`config.mk`:
```
export PLATFORM = sky130hd
export DESIGN_NAME = timer_array_flat
export DESIGN_NICKNAME = d
export VERILOG_FILES = /design/src/rtl/timer_array_if.sv /design/src/rtl/timer_array.sv /design/src/flat_wrapper.sv
export SDC_FILE = /design/constraint.sdc
export NUM_CORES = 1
export LEC_CHECK = 0
export BUFFER_PORTS_ARGS = -buffer_cell sky130_fd_sc_hd__clkbuf_2
export CAP_MARGIN = 20
export CORE_ASPECT_RATIO = 0.7
export CORE_UTILIZATION = 58
export DETAILED_ROUTE_END_ITERATION = 8
export PLACE_DENSITY = 0.76
export SLEW_MARGIN = 20
export SYNTH_ARGS = -nofsm -noshare
export SYNTH_HDL_FRONTEND = slang
export SYNTH_SLANG_ARGS = --single-unit
```
`constraint.sdc`:
```
create_clock -name clk -period 9.8 [get_ports clk]
set_input_delay 0.49 -clock clk [delete_from_list [all_inputs] [get_ports clk]]
set_output_delay 0.49 -clock clk [all_outputs]
set_load 0.05 [all_outputs]
```
`src/rtl/timer_array_if.sv`:
```
// Register-port bundle for timer_array: word-addressed
// write strobe, combinational read data and irq vector.
interface timer_array_if #(
  parameter int N_CH   = 2,
  parameter int ADDR_W = 3
);
  logic [ADDR_W-1:0] addr;
  logic              we;
  logic [31:0]       wdata;
  logic [31:0]       rdata;
  logic [N_CH-1:0]   irq;

  modport master (
    output addr, we, wdata,
    input  rdata, irq
  );

  modport slave (
    input  addr, we, wdata,
    output rdata, irq
  );
endinterface

```
`src/rtl/timer_array.sv`:
```
// timer_array: N_CH independent prescaled timer channels,
// each with one-shot/reload/free-run modes and sticky irq.
module timer_array #(
  parameter int N_CH   = 2,
  parameter int CNT_W  = 32,
  parameter int ADDR_W = 3
) (
  input logic          clk,
  input logic          reset,
  timer_array_if.slave bus
);

  typedef enum logic [1:0] {
    IDLE = 2'd0,
    LOAD = 2'd1,
    CNT  = 2'd2
  } state_t;

  logic [ADDR_W-3:0] sel;
  logic [1:0]        rsel;
  logic              unused_wdata;

  assign sel          = bus.addr[ADDR_W-1:2];
  assign rsel         = bus.addr[1:0];
  assign unused_wdata = ^bus.wdata;

  logic [N_CH-1:0]  en, im, pend;
  logic [1:0]       mode   [N_CH];
  logic [3:0]       pre    [N_CH];
  logic [CNT_W-1:0] preset [N_CH];
  logic [CNT_W-1:0] count  [N_CH];
  logic [15:0]      psc    [N_CH];
  logic [15:0]      mask   [N_CH];
  state_t           st_q   [N_CH];
  state_t           st_d   [N_CH];

  logic [N_CH-1:0] wr_ctrl, wr_preset, wr_stat, en_nx;
  logic [N_CH-1:0] load, run, tick, dec;
  logic [N_CH-1:0] expire, up, wrap, os_done;

  always_comb begin
    for (int i = 0; i < N_CH; i++) begin
      wr_ctrl[i]   = bus.we && sel == (ADDR_W-2)'(i)
                     && rsel == 2'd0;
      wr_preset[i] = bus.we && sel == (ADDR_W-2)'(i)
                     && rsel == 2'd1;
      wr_stat[i]   = bus.we && sel == (ADDR_W-2)'(i)
                     && rsel == 2'd3;
      en_nx[i]     = wr_ctrl[i] ? bus.wdata[0] : en[i];
    end
  end

  always_ff @(posedge clk or negedge reset) begin
    if (!reset) begin
      for (int i = 0; i < N_CH; i++) st_q[i] <= IDLE;
    end else begin
      for (int i = 0; i < N_CH; i++) st_q[i] <= st_d[i];
    end
  end

  always_comb begin
    for (int i = 0; i < N_CH; i++) begin
      st_d[i] = st_q[i];
      unique case (st_q[i])
        IDLE: if (en_nx[i]) st_d[i] = LOAD;
        LOAD: st_d[i] = en_nx[i] ? CNT : IDLE;
        CNT: begin
          if (!en_nx[i])
            st_d[i] = IDLE;
          else if (expire[i])
            st_d[i] = os_done[i] ? IDLE : LOAD;
        end
        default: st_d[i] = IDLE;
      endcase
    end
  end

  // Prescaler free-runs in CNT; a tick fires when its low PRE bits are all ones.
  always_comb begin
    for (int i = 0; i < N_CH; i++) begin
      mask[i]    = (16'd1 << pre[i]) - 16'd1;
      load[i]    = st_q[i] == LOAD && en_nx[i];
      run[i]     = st_q[i] == CNT && en_nx[i];
      tick[i]    = run[i] && (psc[i] & mask[i]) == mask[i];
      up[i]      = tick[i] && mode[i] == 2'b10;
      wrap[i]    = up[i] && count[i] == {CNT_W{1'b1}};
      dec[i]     = tick[i] && mode[i] != 2'b10
                   && count[i] > CNT_W'(1);
      expire[i]  = tick[i] && mode[i] != 2'b10
                   && count[i] <= CNT_W'(1);
      os_done[i] = expire[i] && mode[i] != 2'b01;
    end
  end

  always_ff @(posedge clk or negedge reset) begin
    if (!reset) begin
      en   <= '0;
      im   <= '0;
      pend <= '0;
      for (int i = 0; i < N_CH; i++) begin
        mode[i]   <= '0;
        pre[i]    <= '0;
        preset[i] <= '0;
        count[i]  <= '0;
        psc[i]    <= '0;
      end
    end else begin
      for (int i = 0; i < N_CH; i++) begin
        if (wr_ctrl[i]) begin
          mode[i] <= bus.wdata[2:1];
          im[i]   <= bus.wdata[3];
          pre[i]  <= bus.wdata[7:4];
        end
        if (os_done[i])
          en[i] <= 1'b0;
        else if (wr_ctrl[i])
          en[i] <= bus.wdata[0];
        if (wr_preset[i])
          preset[i] <= bus.wdata[CNT_W-1:0];
        if (load[i])
          psc[i] <= '0;
        else if (run[i])
          psc[i] <= psc[i] + 16'd1;
        if (load[i])
          count[i] <= (preset[i] == '0) ? CNT_W'(1)
                                        : preset[i];
        else if (dec[i])
          count[i] <= count[i] - CNT_W'(1);
        else if (expire[i])
          count[i] <= '0;
        else if (up[i])
          count[i] <= count[i] + CNT_W'(1);
        // A set event on the same edge as a clear leaves it pending.
        if (expire[i] || wrap[i])
          pend[i] <= 1'b1;
        else if (wr_stat[i] && bus.wdata[0])
          pend[i] <= 1'b0;
      end
    end
  end

  always_comb begin
    bus.rdata = '0;
    for (int i = 0; i < N_CH; i++) begin
      if (sel == (ADDR_W-2)'(i)) begin
        unique case (rsel)
          2'd0: bus.rdata = {24'd0, pre[i], im[i],
                             mode[i], en[i]};
          2'd1: bus.rdata = 32'(preset[i]);
          2'd2: bus.rdata = 32'(count[i]);
          default: bus.rdata = {31'd0, pend[i]};
        endcase
      end
    end
  end

  assign bus.irq = pend & im;

endmodule
```
`src/flat_wrapper.sv`:
```
// flat-port wrapper written by rule: the top's interface ports become plain ports
module timer_array_flat 
#(
  parameter int N_CH   = 2,
  parameter int CNT_W  = 32,
  parameter int ADDR_W = 3
)
  (clk, reset, bus_addr, bus_we, bus_wdata, bus_rdata, bus_irq);
  timer_array_if #(.N_CH(N_CH), .ADDR_W(ADDR_W)) bus_i ();
  input logic clk;
  input logic reset;
  input wire logic [$bits(bus_i.addr)-1:0] bus_addr;
  input wire logic [$bits(bus_i.we)-1:0] bus_we;
  input wire logic [$bits(bus_i.wdata)-1:0] bus_wdata;
  output wire logic [$bits(bus_i.rdata)-1:0] bus_rdata;
  output wire logic [$bits(bus_i.irq)-1:0] bus_irq;
  assign bus_i.addr = bus_addr;
  assign bus_i.we = bus_we;
  assign bus_i.wdata = bus_wdata;
  assign bus_rdata = bus_i.rdata;
  assign bus_irq = bus_i.irq;
  timer_array #(.N_CH(N_CH), .CNT_W(CNT_W), .ADDR_W(ADDR_W)) u_core (.clk(clk), .reset(reset), .bus(bus_i));
endmodule
```
==> flow_summary.ini <==
[critical_path]
rr_endpoint = u_core.count[53]
startpoint_type = primary input
slowest_stage = mux2i_1
criticalPathCategory = primary input to register
crit_family = simple AND/OR/NAND/NOR gates
crit_required_ns = 10.10
r2r_slack_ns = 5.64
end_kind = register
worstPathArrival_ns = 4.48
cp_num_buf_inv = 2
endpoint = u_core.count[10]
r2r_cells = 11
crit_start = bus_addr[2]
cp.depth = 10
worst-path-max-fanout = 75
path_cells = clkbuf_2 > buf_4 > and4bb_2 > mux2i_1 > o31a_1 > nand4_1 > or3_1 > and3_1 > a2111oi_0 > a311oi_1
reg2reg_from = u_core.pre[7]
max_stage_delay_ns = 0.76

[cts]
post-cts-setup-buffers = 0
clock_latency_ns = 0.45
cts_buffer_depth = 2
cts_max_level = 4
cts_tree = done
numCtsBuffers = 17
path_clk_slew_ns = 0.07
cts-root-buf = clkbuf_16
hold_buffers = 0
clkSinkCount = 180
cts_resized = 0

[floorplan]
die_h_um = 125
die_w_um = 178
rows = 44
dieArea_mm2 = 0.0222
start_util_pct = 59.8
ios = 72
core_area_mm2 = 0.0210

[synthesis]
synth_seq_cells = 180
synth.net_count = 1546
synthesis.area_mm2 = 0.0125
synth_edf_count = 0
yosys_warnings = 0
synthCells = 1498
synth_top_flop_cell = dfrtp_1
synth_area_per_cell_um2 = 8.38
synth-async-reset-ratio_pct = 100
synthDistinctLibCells = 79
yosysSeqAreaShare_pct = 35.9

[finish]
area_growth_pct = 8.21
mostFrequentLayoutCells = dfrtp_1 (180), nand2_1 (123), a21oi_1 (117)
stdcell_count = 1765
diodes = 0
post-route-util_pct = 64.7
layout_commonest_cell = dfrtp_1
final_nets = 1524
drive_above_1_share_pct = 15.3

[routing]
drt_iter0_markers = 2080
remaining_drc_errors = 0
drt-wirelength-per-cell_um = 22.5
vias = 12600
wl_um = 39800
firstDrtPassIters = 6
routed_via_density = 7.13
final_antenna_net_count = 0

[global_route]
grt_pass1_wl_um = 62500
grt.total_usage_pct = 36.0
antenna_found_initial = 0
grt_pass1_vias = 11100
grt_max_degree = 91
overflow = 0

[placed_design]
dp_hpwl_um = 27400
place_congestion = 0.962
port_buffers = 71
placedCellCount = 1731

[power]
p_total_mw = 3.15
p_leak_nw = 5.26
p_comb_share_pct = 33.8
ir_drop_uv = 202
switching_share_pct = 44.2
power.internal_mw = 1.76
seq_power_share_pct = 43.6
p_per_area_mw_per_mm2 = 232
pwr-share-clk_pct = 22.6
switching_power_mw = 1.39

[sta]
slew_violations = 0
rsz0062_at_grt = false
worst_pin_slew_ns = 1.06
skew_ns = 0.0104
hold_viol_final = 0
fin_setup_tns_ns = 0
max_freq_mhz = 240
timing.slew.headroom_pct = 29.5
period_minus_slack_ns = 4.17
fin_crit_sh_pct = 42.6
final-setup-viol-count = 0

[status]
status = finished, final reports clean

[worst_hold_path]
worstHoldPathType = primary input to async pin

[flow_run]
maxCapViolations = 0
## final cells by class
class / instances / area [µm²]
fill: 1806 / 7400
timing repair buffer: 94 / 569
inverter: 29 / 109
clock inverter: 14 / 153
tap: 276 / 345
multi-input combinational: 1154 / 7460
clock buffer: 18 / 439
sequential: 180 / 4500
## worst min path at each step
stage	slack (ns)	from	to
3_5_place_dp	0.48	u_core.st_q[0]	u_core.st_q[0]
2_1_floorplan	0.19	reset	u_core.count[0]
5_1_grt	0.14	reset	u_core.pre[0]
6_report	0.08	reset	u_core.pre[1]
3_3_place_gp	0.46	u_core.st_q[0]	u_core.st_q[0]
4_1_cts	0.13	reset	u_core.pre[1]
## flip-flops by register name (all words and copies together), names as in the netlist
| signal | flops |
|---|---|
| u_core.st_q | 4 |
| u_core.pre | 8 |
| u_core.mode | 4 |
| u_core.count | 64 |
| u_core.pend | 2 |
| u_core.psc | 30 |
| u_core.preset | 64 |
| u_core.im | 2 |
| u_core.en | 2 |
## cells by family after synthesis
group	after synthesis	share of synthesized area [%]
simple gates	555	23.1
compound gates	462	24.2
flops	180	35.9
buf+inv	164	5.08
mux	93	8.33
xor+xnor	34	2.37
fa+ha+maj	10	0.997
## synth_stat cells, types with 15 or more instances
cell	n	area share [%]
a22oi_1	35	2.1
or3_1	21	1.0
mux2_2	71	6.4
and3_1	23	1.1
nand3_1	50	2.0
nand4_1	25	1.2
inv_1	29	0.87
a221oi_1	32	2.2
nor3_1	58	2.3
dfrtp_1	180	36
a21oi_1	117	4.7
nand2_1	123	3.7
mux2i_1	20	1.6
nor4_1	39	1.9
xor2_1	23	1.6
a31oi_1	15	0.75
nor2_1	116	3.5
o21ai_0	96	3.8
o211ai_1	17	1.0
clkbuf_1	115	3.4
o22ai_1	22	1.1
## per-layer routing
| metal | global-route usage [%] | vias up | part of all wire (%) |
|---|---|---|---|
| li1 | - | 5623 | - |
| met1 | 57.4 | 6021 | 45 |
| met2 | 48.9 | 868 | 42 |
| met3 | 7.33 | 76 | 12 |
| met4 | 9.40 | 0 | 2.0 |
| met5 | 0 | - | 0 |
## worst register-to-register path, delay by kind of cell (launching register included)
| kind | cells | cell delay [ns] |
|---|---|---|
| and+or+nand+nor | 7 | 2.43 |
| DFF | 1 | 0.54 |
| AOI/OAI and AO/OA | 2 | 0.44 |
| adders and majority gates | 1 | 0.40 |
| buffers and inverters | 1 | 0.27 |
## power by group through the flow
stage	clock, mW	sequential, mW	combinational [mW]
after floorplan	0	1.10	0.969
after global placement	0	1.36	1.01
after detailed placement	0	1.36	1.04
after CTS	0.714	1.35	1.04
after global routing	0.748	1.40	1.16
final	0.711	1.37	1.07
## through the flow
| step | instance area (µm²) | hold WS (ns) | worst slack [ns] |
|---|---|---|---|
| global placement | 12900 | 0.455 | 5.45 |
| floorplan | 12500 | 0.194 | 6.48 |
| CTS | 13500 | 0.129 | 5.71 |
| global route | 13600 | 0.140 | 5.39 |
| detailed placement | 12900 | 0.477 | 5.29 |
| finish | 13600 | 0.0849 | 5.63 |
(Power assumes the default switching activity.)
